==> config.mk <==
export PLATFORM = sky130hd
export DESIGN_NAME = freq_counter
export DESIGN_NICKNAME = d
export VERILOG_FILES = /design/src/rtl/freq_counter_pkg.sv /design/src/rtl/freq_counter_sync_edge_det.sv /design/src/rtl/freq_counter.sv
export SDC_FILE = /design/constraint.sdc
export NUM_CORES = 1
export LEC_CHECK = 0
export ABC_AREA = 1
export BUFFER_PORTS_ARGS = -buffer_cell sky130_fd_sc_hd__buf_2
export CAP_MARGIN = 0
export CORE_MARGIN = 4
export CORE_UTILIZATION = 40
export DETAILED_ROUTE_END_ITERATION = 8
export GPL_TIMING_DRIVEN = 0
export PLACE_DENSITY = 0.66
export SLEW_MARGIN = 15
export SYNTH_ARGS = -nofsm -noshare
export SYNTH_HDL_FRONTEND = slang
export SYNTH_SLANG_ARGS = --single-unit
==> constraint.sdc <==
create_clock -name myclk -period 2.9 [get_ports myclk]
set_clock_uncertainty 0.15 [all_clocks]
set_input_delay 0.29 -clock myclk [delete_from_list [all_inputs] [get_ports myclk]]
set_output_delay 0.29 -clock myclk [all_outputs]
set_load 0.01 [all_outputs]
==> src/rtl/freq_counter_pkg.sv <==
`default_nettype none
// ============================================================================
// Module      : freq_counter_pkg
// Description : Shared widths, display limit, FSM state encoding and the
//               saturation helper for the gated edge counter.
// Revision    : 1.0  initial release
// ============================================================================
package freq_counter_pkg;

   localparam int NB_W     = 14;
   localparam int DISP_MAX = 9999;

   typedef enum logic [0:0] {
      ST_IDLE = 1'b0,
      ST_RUN  = 1'b1
   } fc_state_e;

   // Clamp a 15-bit running total to the display limit
   function automatic logic [NB_W-1:0] sat_count(input logic [NB_W:0]   v,
                                                 input logic [NB_W-1:0] lim);
      return (v > {1'b0, lim}) ? lim : v[NB_W-1:0];
   endfunction

endpackage
`default_nettype wire

==> src/rtl/freq_counter_sync_edge_det.sv <==
`default_nettype none
// ============================================================================
// Module      : sync_edge_det
// Description : Multi-flop synchronizer for an asynchronous input followed
//               by a rising-edge detector on the synchronized level.
// Revision    : 1.0  initial release
// ============================================================================
module sync_edge_det #(
   parameter int SYNC_STAGES = 2
) (
   input  logic myclk,
   input  logic rst,
   input  logic sig_in,
   output logic s,
   output logic rise
);

   logic [SYNC_STAGES-1:0] sync_q, sync_d;
   logic                   prev_q, prev_d;

   // Next-state: shift the raw input in, remember last synchronized level
   always_comb begin
      sync_d = {sync_q[SYNC_STAGES-2:0], sig_in};
      prev_d = sync_q[SYNC_STAGES-1];
   end

   // Synchronizer and history flops; prev tracks s in every cycle
   always_ff @(posedge myclk) begin
      if (rst) begin
         sync_q <= '0;
         prev_q <= 1'b0;
      end else begin
         sync_q <= sync_d;
         prev_q <= prev_d;
      end
   end

   assign s    = sync_q[SYNC_STAGES-1];
   assign rise = s & ~prev_q;

endmodule
`default_nettype wire

==> src/rtl/freq_counter.sv <==
`default_nettype none
// ============================================================================
// Module      : freq_counter
// Description : Gated edge counter. Counts rising edges of sig_in over a
//               GATE_CYCLES window and publishes a saturated 14-bit result
//               with an overflow flag and a one-cycle valid strobe.
// Revision    : 1.0  initial release
// ============================================================================
module freq_counter
   import freq_counter_pkg::*;
#(
   parameter int GATE_CYCLES = 100_000_000,
   parameter int MAX_COUNT   = 9999,
   parameter int SYNC_STAGES = 2
) (
   input  logic            myclk,
   input  logic            rst,
   input  logic            enable,
   input  logic            sig_in,
   output logic [NB_W-1:0] nb,
   output logic            ovf,
   output logic            valid
);

   localparam int              GATE_W    = (GATE_CYCLES > 1) ? $clog2(GATE_CYCLES) : 1;
   localparam logic [GATE_W-1:0] GATE_LAST = GATE_W'(GATE_CYCLES - 1);
   localparam logic [NB_W-1:0]   CNT_MAX   = NB_W'(MAX_COUNT);

   fc_state_e         state_q, state_d;
   logic [NB_W-1:0]   count_q, count_d;
   logic [GATE_W-1:0] gate_q, gate_d;
   logic              ovf_pend_q, ovf_pend_d;
   logic [NB_W-1:0]   nb_q, nb_d;
   logic              ovf_q, ovf_d;
   logic              valid_q, valid_d;

   logic              rise;
   logic              sync_s_unused;
   logic [NB_W:0]     sum;
   logic              at_max;

   sync_edge_det #(
      .SYNC_STAGES (SYNC_STAGES)
   ) u_sync (
      .myclk  (myclk),
      .rst    (rst),
      .sig_in (sig_in),
      .s      (sync_s_unused),
      .rise   (rise)
   );

   // Window FSM: gate counting, saturating edge count and result publish
   always_comb begin
      state_d    = state_q;
      count_d    = count_q;
      gate_d     = gate_q;
      ovf_pend_d = ovf_pend_q;
      nb_d       = nb_q;
      ovf_d      = ovf_q;
      valid_d    = 1'b0;

      // An edge in the closing cycle still belongs to this window, so the
      // published value is the count plus the current edge, clamped.
      sum    = {1'b0, count_q} + {{NB_W{1'b0}}, rise};
      at_max = rise && (count_q == CNT_MAX);

      case (state_q)
         ST_IDLE: begin
            count_d    = '0;
            gate_d     = '0;
            ovf_pend_d = 1'b0;
            if (enable) state_d = ST_RUN;
         end
         ST_RUN: begin
            if (!enable) begin
               // Abort discards the partial window, even in its last cycle
               state_d    = ST_IDLE;
               count_d    = '0;
               gate_d     = '0;
               ovf_pend_d = 1'b0;
            end else if (gate_q == GATE_LAST) begin
               nb_d       = sat_count(sum, CNT_MAX);
               ovf_d      = ovf_pend_q | at_max;
               valid_d    = 1'b1;
               count_d    = '0;
               gate_d     = '0;
               ovf_pend_d = 1'b0;
            end else begin
               gate_d = gate_q + GATE_W'(1);
               if (at_max)    ovf_pend_d = 1'b1;
               else if (rise) count_d    = sum[NB_W-1:0];
            end
         end
         default: state_d = ST_IDLE;
      endcase
   end

   // State and output registers
   always_ff @(posedge myclk) begin
      if (rst) begin
         state_q    <= ST_IDLE;
         count_q    <= '0;
         gate_q     <= '0;
         ovf_pend_q <= 1'b0;
         nb_q       <= '0;
         ovf_q      <= 1'b0;
         valid_q    <= 1'b0;
      end else begin
         state_q    <= state_d;
         count_q    <= count_d;
         gate_q     <= gate_d;
         ovf_pend_q <= ovf_pend_d;
         nb_q       <= nb_d;
         ovf_q      <= ovf_d;
         valid_q    <= valid_d;
      end
   end

   assign nb    = nb_q;
   assign ovf   = ovf_q;
   assign valid = valid_q;

endmodule
`default_nettype wire

==> flow_results.xml, run 1 <==
<?xml version="1.0" encoding="UTF-8"?>
<metrics>
  <group name="place">
    <metric name="finalWeightedCongestion" unit="">0.881</metric>
    <metric name="dp_hpwl" unit="um">5060</metric>
    <metric name="port-buffer-count" unit="">19</metric>
  </group>
  <group name="synthesis">
    <metric name="flip_flop_and_latch_count_after_synthesis" unit="">62</metric>
    <metric name="netlist_area" unit="um2">3130</metric>
    <metric name="asyncSetResetFlopFracSynth" unit="%">0</metric>
    <metric name="synthesized_instance_count" unit="">434</metric>
    <metric name="synth_enable_flop_cells" unit="">0</metric>
    <metric name="synthesis.nets" unit="">441</metric>
    <metric name="syn-mean-instance-area" unit="um2">7.21</metric>
    <metric name="synth_top_flop_cell" unit="">sky130_fd_sc_hd__dfxtp_1</metric>
    <metric name="synth.lib_cells_used.distinct" unit="">39</metric>
    <metric name="yosysWarnings" unit="">0</metric>
    <metric name="synth-seq-area-share" unit="%">39.6</metric>
  </group>
  <group name="global_routing">
    <metric name="largest_net_degree_at_the_start_of_global_routing" unit="">11</metric>
    <metric name="number_of_antenna_violations_at_the_first_check_in_global_routing" unit="">0</metric>
    <metric name="globalRoute.totalOverflow" unit="">0</metric>
    <metric name="grt_pass1_wl" unit="um">11700</metric>
    <metric name="first_global_vias" unit="">2587</metric>
    <metric name="groute.usage.overall" unit="%">16.1</metric>
  </group>
  <group name="floorplan">
    <metric name="std_cell_rows" unit="">31</metric>
    <metric name="initial_utilization" unit="%">42.0</metric>
    <metric name="vertical_die_dimension" unit="um">96.5</metric>
    <metric name="die_w" unit="um">96.5</metric>
    <metric name="floorplan.core_area" unit="um2">7450</metric>
    <metric name="num_io_pins" unit="">20</metric>
    <metric name="design.die.area" unit="um2">9310</metric>
  </group>
  <group name="critical_path">
    <metric name="worst_ep_arrival_time" unit="ns">2.42</metric>
    <metric name="crit_path_max_incr_delay" unit="ns">0.33</metric>
    <metric name="worst-endpoint-required" unit="ns">2.97</metric>
    <metric name="startpoint_class" unit="">flip-flop</metric>
    <metric name="critical_path.max_fanout" unit="">10</metric>
    <metric name="crit_path_end_kind" unit="">flip-flop</metric>
    <metric name="cp_top_family" unit="">simple AND/OR/NAND/NOR gates</metric>
    <metric name="path_common_cell" unit="">sky130_fd_sc_hd__nand2_1</metric>
    <metric name="cp_cell_sequence" unit="">nand2_1, inv_1, ha_1, nand2_1, nor2_2, nand2_1, nand2_1, nand2_1, nor2_1, nand3_1, nand2_1, nand2_1, nand2_1, nand2_2, buf_12, nand2_2, a21oi_2</metric>
    <metric name="timing.critical_path.slowest_stage_cell" unit="">sky130_fd_sc_hd__dfxtp_1</metric>
    <metric name="worstSetupPathType" unit="">reg2reg</metric>
    <metric name="critical_path.n_buffers_inverters" unit="">2</metric>
  </group>
  <group name="drt">
    <metric name="drtPass1Iterations" unit="">4</metric>
    <metric name="via_per_inst" unit="">4.90</metric>
    <metric name="wl_per_cell" unit="um">12.0</metric>
    <metric name="remaining_drc_errors" unit="">0</metric>
    <metric name="wirelength" unit="um">6800</metric>
    <metric name="detail_route.iter0.violations" unit="">135</metric>
    <metric name="route.antenna.remaining_nets" unit="">0</metric>
    <metric name="vias" unit="">2783</metric>
  </group>
  <group name="timing">
    <metric name="grt_setup_unrepaired" unit="">no</metric>
    <metric name="period_needed" unit="ns">2.36</metric>
    <metric name="tightest_slew" unit="ns">0.591</metric>
    <metric name="setup_viol" unit="">0</metric>
    <metric name="final-max-slew-violation-count" unit="">0</metric>
    <metric name="fin_setup_tns" unit="ns">0</metric>
    <metric name="layout_worst_path_cycle_share" unit="%">81.3</metric>
    <metric name="worst_hold_slack" unit="ns">0.0223</metric>
    <metric name="clock.fmax" unit="MHz">424</metric>
    <metric name="slew_headroom" unit="%">60.6</metric>
    <metric name="final-hold-violation-count" unit="">0</metric>
  </group>
  <group name="clocking">
    <metric name="postCtsSetupRepairBufs" unit="">0</metric>
    <metric name="post_cts_resize_count" unit="">0</metric>
    <metric name="hold_buffers" unit="">0</metric>
    <metric name="cts_buffer_depth" unit="">2</metric>
    <metric name="cts.sinks" unit="">62</metric>
    <metric name="insertion_delay" unit="ns">0.33</metric>
    <metric name="htree_levels" unit="">3</metric>
    <metric name="cts-buffers-inserted" unit="">9</metric>
    <metric name="cts_tree" unit="">yes</metric>
    <metric name="clk_pin_slew" unit="ns">0.07</metric>
    <metric name="root_buffer" unit="">sky130_fd_sc_hd__clkbuf_8</metric>
  </group>
  <group name="finish">
    <metric name="finish.net_count" unit="">471</metric>
    <metric name="most-common-layout-cells" unit="">81 x sky130_fd_sc_hd__nand2_1, 72 x sky130_fd_sc_hd__nor2_1, 62 x sky130_fd_sc_hd__dfxtp_1, 50 x sky130_fd_sc_hd__inv_1</metric>
    <metric name="filler_cell_count" unit="">775</metric>
    <metric name="final_common_cell" unit="">sky130_fd_sc_hd__nand2_1</metric>
    <metric name="areaGrowthSynthToFinish" unit="%">12.4</metric>
    <metric name="antenna_cells" unit="">0</metric>
    <metric name="layout-drive-gt1-share" unit="%">16.4</metric>
  </group>
  <group name="power_and_ir_drop">
    <metric name="fin_total_pwr" unit="mW">1.56</metric>
    <metric name="p_leak" unit="nW">1.43</metric>
    <metric name="power_per_cell_area" unit="nW/um2">442</metric>
    <metric name="irDropWorstVdd" unit="uV">271</metric>
  </group>
  <group name="job">
    <metric name="max_cap_viol_count" unit="">0</metric>
  </group>
  <group name="outcome">
    <metric name="status" unit="">complete, no violations</metric>
  </group>
  <group name="worst_hold_path">
    <metric name="min_path_type" unit="">in2reg</metric>
  </group>
</metrics>
-- state kept, by name, summed over array words and instances, names as in the netlist --
signal         cells
count_q           14
gate_q            27
nb                14
ovf                1
ovf_pend_q         1
state_q            1
u_sync.prev_q      1
u_sync.sync_q      2
valid              1
-- power by group --
group	switching (mW)	internal [mW]	leakage [nW]
Sequential	0.00212	0.855	0.500
Combinational	0.0231	0.00882	0.841
Clock	0.337	0.330	0.0861
-- cell families after synthesis --
| family | share of synthesized area (%) |
|---|---|
| buf+inv | 8.39 |
| simple gates | 35.3 |
| flops | 39.6 |
| compound gates | 11.4 |
| fa+ha+maj | 1.20 |
| xor+xnor | 4.16 |
-- path summary, 6_finish.rpt --
check / from / endpoint / slack [ns] / cells after the start
hold reg to reg: u_sync.sync_q[0] / u_sync.sync_q[1] / 0.27 / 2
setup reg to reg: u_sync.sync_q[1] / nb[11] / 0.54 / 17
setup / recovery: u_sync.sync_q[1] / nb[11] / 0.54 / 17
hold / removal: sig_in / u_sync.sync_q[0] / 0.02 / 3
-- area by class of cell --
type	instances	area, um2	area share, %
multi-input combinational	309	1630	46.2
tap	99	124	3.52
buffer	10	63.8	1.81
sequential	62	1240	35.3
timing repair buffer	19	95.1	2.70
inverter	53	199	5.66
clock buffer	12	145	4.13
clock inverter	4	22.5	0.640
-- through the flow --
| step | cell area [um2] | worst slack [ns] | utilization (%) | instances |
|---|---|---|---|---|
| finish | 3520 | 0.541 | 47.2 | 568 |
| global route | 3520 | 0.267 | 47.2 | 568 |
| CTS | 3520 | 0.552 | 47.2 | 568 |
| detailed placement | 3350 | 0.561 | 45.0 | 552 |
| global placement | 3350 | 0.575 | 45.0 | 552 |
| floorplan | 3130 | 0.913 | - | 434 |
-- Yosys cell counts (8+ instances only) --
| cell | instances | area share (%) |
|---|---|---|
| sky130_fd_sc_hd__a211oi_1 | 11 | 2.6 |
| sky130_fd_sc_hd__a21oi_1 | 11 | 1.8 |
| sky130_fd_sc_hd__a21oi_2 | 10 | 2.8 |
| sky130_fd_sc_hd__dfxtp_1 | 62 | 40 |
| sky130_fd_sc_hd__inv_1 | 50 | 6.0 |
| sky130_fd_sc_hd__nand2_1 | 81 | 9.7 |
| sky130_fd_sc_hd__nand2_2 | 12 | 2.4 |
| sky130_fd_sc_hd__nand3_1 | 21 | 3.4 |
| sky130_fd_sc_hd__nand4_1 | 13 | 2.6 |
| sky130_fd_sc_hd__nor2_1 | 72 | 8.6 |
| sky130_fd_sc_hd__nor2_2 | 8 | 1.6 |
| sky130_fd_sc_hd__nor3_1 | 10 | 1.6 |
| sky130_fd_sc_hd__o21ai_0 | 18 | 2.9 |
| sky130_fd_sc_hd__xor2_1 | 12 | 3.4 |
-- worst reg2reg max path, cell delays in order, from the launching register on --
cell                      delay [ns]
sky130_fd_sc_hd__dfxtp_1        0.33
sky130_fd_sc_hd__nand2_1        0.06
sky130_fd_sc_hd__inv_1          0.12
sky130_fd_sc_hd__ha_1           0.23
sky130_fd_sc_hd__nand2_1        0.08
sky130_fd_sc_hd__nor2_2         0.27
sky130_fd_sc_hd__nand2_1        0.09
sky130_fd_sc_hd__nand2_1        0.06
sky130_fd_sc_hd__nand2_1        0.11
sky130_fd_sc_hd__nor2_1         0.12
sky130_fd_sc_hd__nand3_1        0.07
sky130_fd_sc_hd__nand2_1        0.08
sky130_fd_sc_hd__nand2_1        0.05
sky130_fd_sc_hd__nand2_1        0.07
sky130_fd_sc_hd__nand2_2        0.08
sky130_fd_sc_hd__buf_12         0.16
sky130_fd_sc_hd__nand2_2        0.06
sky130_fd_sc_hd__a21oi_2        0.04
-- per-layer routing --
metal,vias up,track usage (%),routed length [um]
li1,1461,-,-
met1,1260,20.6,3200
met2,60,27.3,3280
met3,2,4.11,297
met4,0,3.50,25
met5,-,0,0
(Power assumes the default switching activity.)
==> run 2: changes to the inputs <==
--- a/config.mk
+++ b/config.mk
@@ -12,7 +12,7 @@
 export CORE_UTILIZATION = 40
 export DETAILED_ROUTE_END_ITERATION = 8
 export GPL_TIMING_DRIVEN = 0
-export PLACE_DENSITY = 0.66
+export PLACE_DENSITY = 0.69
 export SLEW_MARGIN = 15
 export SYNTH_ARGS = -nofsm -noshare
 export SYNTH_HDL_FRONTEND = slang
==> constraint.sdc (replaced) <==
create_clock -name myclk -period 2.1 [get_ports myclk]
set_clock_uncertainty 0.15 [all_clocks]
set_input_delay 0.21 -clock myclk [delete_from_list [all_inputs] [get_ports myclk]]
set_output_delay 0.21 -clock myclk [all_outputs]
set_load 0.01 [all_outputs]
==> flow_results.xml, run 2 (synthesis gave the netlist of run 1 again) <==
<?xml version="1.0" encoding="UTF-8"?>
<metrics>
  <group name="outcome">
    <metric name="status" unit="">finished with violations</metric>
    <metric name="violations" unit="">negative setup slack</metric>
  </group>
  <group name="place">
    <metric name="preCtsSetupSlack" unit="ns">-0.254</metric>
    <metric name="dp_hpwl" unit="um">5180</metric>
    <metric name="dpl_cell_area" unit="um2">3350</metric>
    <metric name="finalWeightedCongestion" unit="">0.925</metric>
    <metric name="port-buffer-count" unit="">19</metric>
  </group>
  <group name="drt">
    <metric name="route.antenna.remaining_nets" unit="">0</metric>
    <metric name="wl_per_cell" unit="um">13.5</metric>
    <metric name="vias" unit="">3017</metric>
    <metric name="drtPass1Iterations" unit="">5</metric>
    <metric name="remaining_drc_errors" unit="">0</metric>
    <metric name="wirelength" unit="um">7970</metric>
    <metric name="via_per_inst" unit="">5.10</metric>
    <metric name="detail_route.iter0.violations" unit="">134</metric>
  </group>
  <group name="critical_path">
    <metric name="crit_path_max_incr_delay" unit="ns">0.47</metric>
    <metric name="crit_path_end_kind" unit="">flip-flop</metric>
    <metric name="critical_path.n_buffers_inverters" unit="">2</metric>
    <metric name="cp_cell_sequence" unit="">ha_4, nand2_8, nor2_8, nand2_1, nand2_1, nand2_2, inv_2, nand2_2, nor2_2, nand4_1, nand2_4, buf_6, nand2_2, a21oi_2</metric>
    <metric name="worst_ep_arrival_time" unit="ns">2.33</metric>
    <metric name="startpoint_class" unit="">flip-flop</metric>
    <metric name="timing.critical_path.slowest_stage_cell" unit="">sky130_fd_sc_hd__dfxtp_1</metric>
    <metric name="critical_path.max_fanout" unit="">5</metric>
    <metric name="worst-endpoint-required" unit="ns">2.22</metric>
    <metric name="worstSetupPathType" unit="">reg2reg</metric>
    <metric name="cp_top_family" unit="">simple AND/OR/NAND/NOR gates</metric>
    <metric name="path_common_cell" unit="">sky130_fd_sc_hd__nand2_2</metric>
  </group>
  <group name="timing">
    <metric name="fin_setup_tns" unit="ns">-0.806</metric>
    <metric name="tightest_slew" unit="ns">0.393</metric>
    <metric name="setup_viol" unit="">13</metric>
    <metric name="grt_setup_unrepaired" unit="">yes</metric>
    <metric name="slew_headroom" unit="%">73.7</metric>
    <metric name="period_needed" unit="ns">2.21</metric>
    <metric name="post-route-worst-setup-slack" unit="ns">-0.110</metric>
    <metric name="clock.fmax" unit="MHz">453</metric>
    <metric name="final-max-slew-violation-count" unit="">0</metric>
    <metric name="layout_worst_path_cycle_share" unit="%">105</metric>
    <metric name="worst_hold_slack" unit="ns">0.261</metric>
    <metric name="final-hold-violation-count" unit="">0</metric>
  </group>
  <group name="global_routing">
    <metric name="largest_net_degree_at_the_start_of_global_routing" unit="">12</metric>
    <metric name="globalRoute.totalOverflow" unit="">0</metric>
    <metric name="first_global_vias" unit="">2901</metric>
    <metric name="groute.usage.overall" unit="%">18.0</metric>
    <metric name="number_of_antenna_violations_at_the_first_check_in_global_routing" unit="">0</metric>
    <metric name="grt_pass1_wl" unit="um">13100</metric>
  </group>
  <group name="power_and_ir_drop">
    <metric name="clockPowerShare" unit="%">51.2</metric>
    <metric name="power_per_cell_area" unit="nW/um2">623</metric>
    <metric name="p_leak" unit="nW">1.72</metric>
    <metric name="switching_power" unit="mW">0.528</metric>
    <metric name="power.internal" unit="mW">2.03</metric>
    <metric name="power.sequential.fraction" unit="%">46.3</metric>
    <metric name="swShare" unit="%">20.6</metric>
    <metric name="irDropWorstVdd" unit="uV">343</metric>
    <metric name="fin_total_pwr" unit="mW">2.56</metric>
    <metric name="share_comb_of_total_power" unit="%">2.5</metric>
  </group>
  <group name="job">
    <metric name="max_cap_viol_count" unit="">0</metric>
  </group>
  <group name="floorplan">
    <metric name="floorplan.core_area" unit="um2">7450</metric>
    <metric name="design.die.area" unit="um2">9310</metric>
    <metric name="initial_utilization" unit="%">42.0</metric>
    <metric name="std_cell_rows" unit="">31</metric>
    <metric name="vertical_die_dimension" unit="um">96.5</metric>
    <metric name="num_io_pins" unit="">20</metric>
    <metric name="die_w" unit="um">96.5</metric>
  </group>
  <group name="clocking">
    <metric name="htree_levels" unit="">3</metric>
    <metric name="cts.sinks" unit="">62</metric>
    <metric name="cts_tree" unit="">yes</metric>
    <metric name="clk_pin_slew" unit="ns">0.07</metric>
    <metric name="cts_buffer_depth" unit="">2</metric>
    <metric name="root_buffer" unit="">sky130_fd_sc_hd__clkbuf_8</metric>
    <metric name="insertion_delay" unit="ns">0.34</metric>
    <metric name="cts-buffers-inserted" unit="">9</metric>
  </group>
  <group name="finish">
    <metric name="largest_reg_flops" unit="">27</metric>
    <metric name="largest-register" unit="">gate_q</metric>
    <metric name="final_area" unit="um2">4110</metric>
    <metric name="finish.net_count" unit="">495</metric>
    <metric name="areaGrowthSynthToFinish" unit="%">31.2</metric>
    <metric name="antenna_cells" unit="">0</metric>
    <metric name="most-common-layout-cells" unit="">68 x sky130_fd_sc_hd__nor2_1, 65 x sky130_fd_sc_hd__nand2_1, 56 x sky130_fd_sc_hd__dfxtp_1, 49 x sky130_fd_sc_hd__inv_1</metric>
    <metric name="layout-drive-gt1-share" unit="%">29.0</metric>
    <metric name="final_common_cell" unit="">sky130_fd_sc_hd__nor2_1</metric>
  </group>
  <group name="worst_hold_path">
    <metric name="min_path_type" unit="">reg2reg</metric>
  </group>
</metrics>
run 2: worst paths after layout:
path / start / to / slack, ns / cells past startpoint
worst max-delay path: count_q[0] / nb[4] / -0.11 / 14
worst min-delay path: u_sync.sync_q[0] / u_sync.sync_q[1] / 0.26 / 2
worst max register to register: count_q[0] / nb[4] / -0.11 / 14
worst min register to register: u_sync.sync_q[0] / u_sync.sync_q[1] / 0.26 / 2
run 2: cell type report:
type,instances,area (um2)
plain buffers,10,90.1
clock buffers,11,141
clock inverters,5,106
fillers,674,3340
inverters,53,200
multi-input cells,310,1890
flip-flops and latches,62,1250
well taps,99,124
repair buffers,42,304
run 2: stage by stage:
| step | utilization, % | cells |
|---|---|---|
| after CTS | 52.5 | 583 |
| after floorplan | - | 434 |
| after detailed placement | 45.0 | 552 |
| final | 55.1 | 592 |
| after global placement | 45.0 | 552 |
| after global routing | 55.1 | 592 |
run 2: layer usage:
metal | global-route usage [%] | routed length, um | vias to the layer above
met3 | 4.42 | 388 | 23
met1 | 21.8 | 3430 | 1402
met5 | 0 | 0 | -
met2 | 29.9 | 3940 | 75
met4 | 8.29 | 209 | 0
li1 | - | - | 1517
run 2: repair_timing:
action / CTS / global route
setup endpoints to repair: 50 / 52
gates cloned: 2 / 0
pin swaps: 21 / 22
hold endpoints to repair: 6 / 0
hold buffers: 5 / 0
setup buffers: 8 / 9
gates resized for setup: 42 / 38
run 2: power by group through the flow:
stage	combinational, mW	sequential (mW)	clock (mW)
5_1_grt	0.0704	1.18	1.38
3_5_place_dp	0.0450	1.21	0
6_report	0.0646	1.18	1.31
3_3_place_gp	0.0440	1.21	0
2_1_floorplan	0.0292	1.21	0
4_1_cts	0.0570	1.18	1.32
run 2: worst min-delay path, delay by kind of cell (launching register included):
family	cells	cell delay [ns]
buf+inv	1	0.04
flops	1	0.30
simple gates	1	0.03
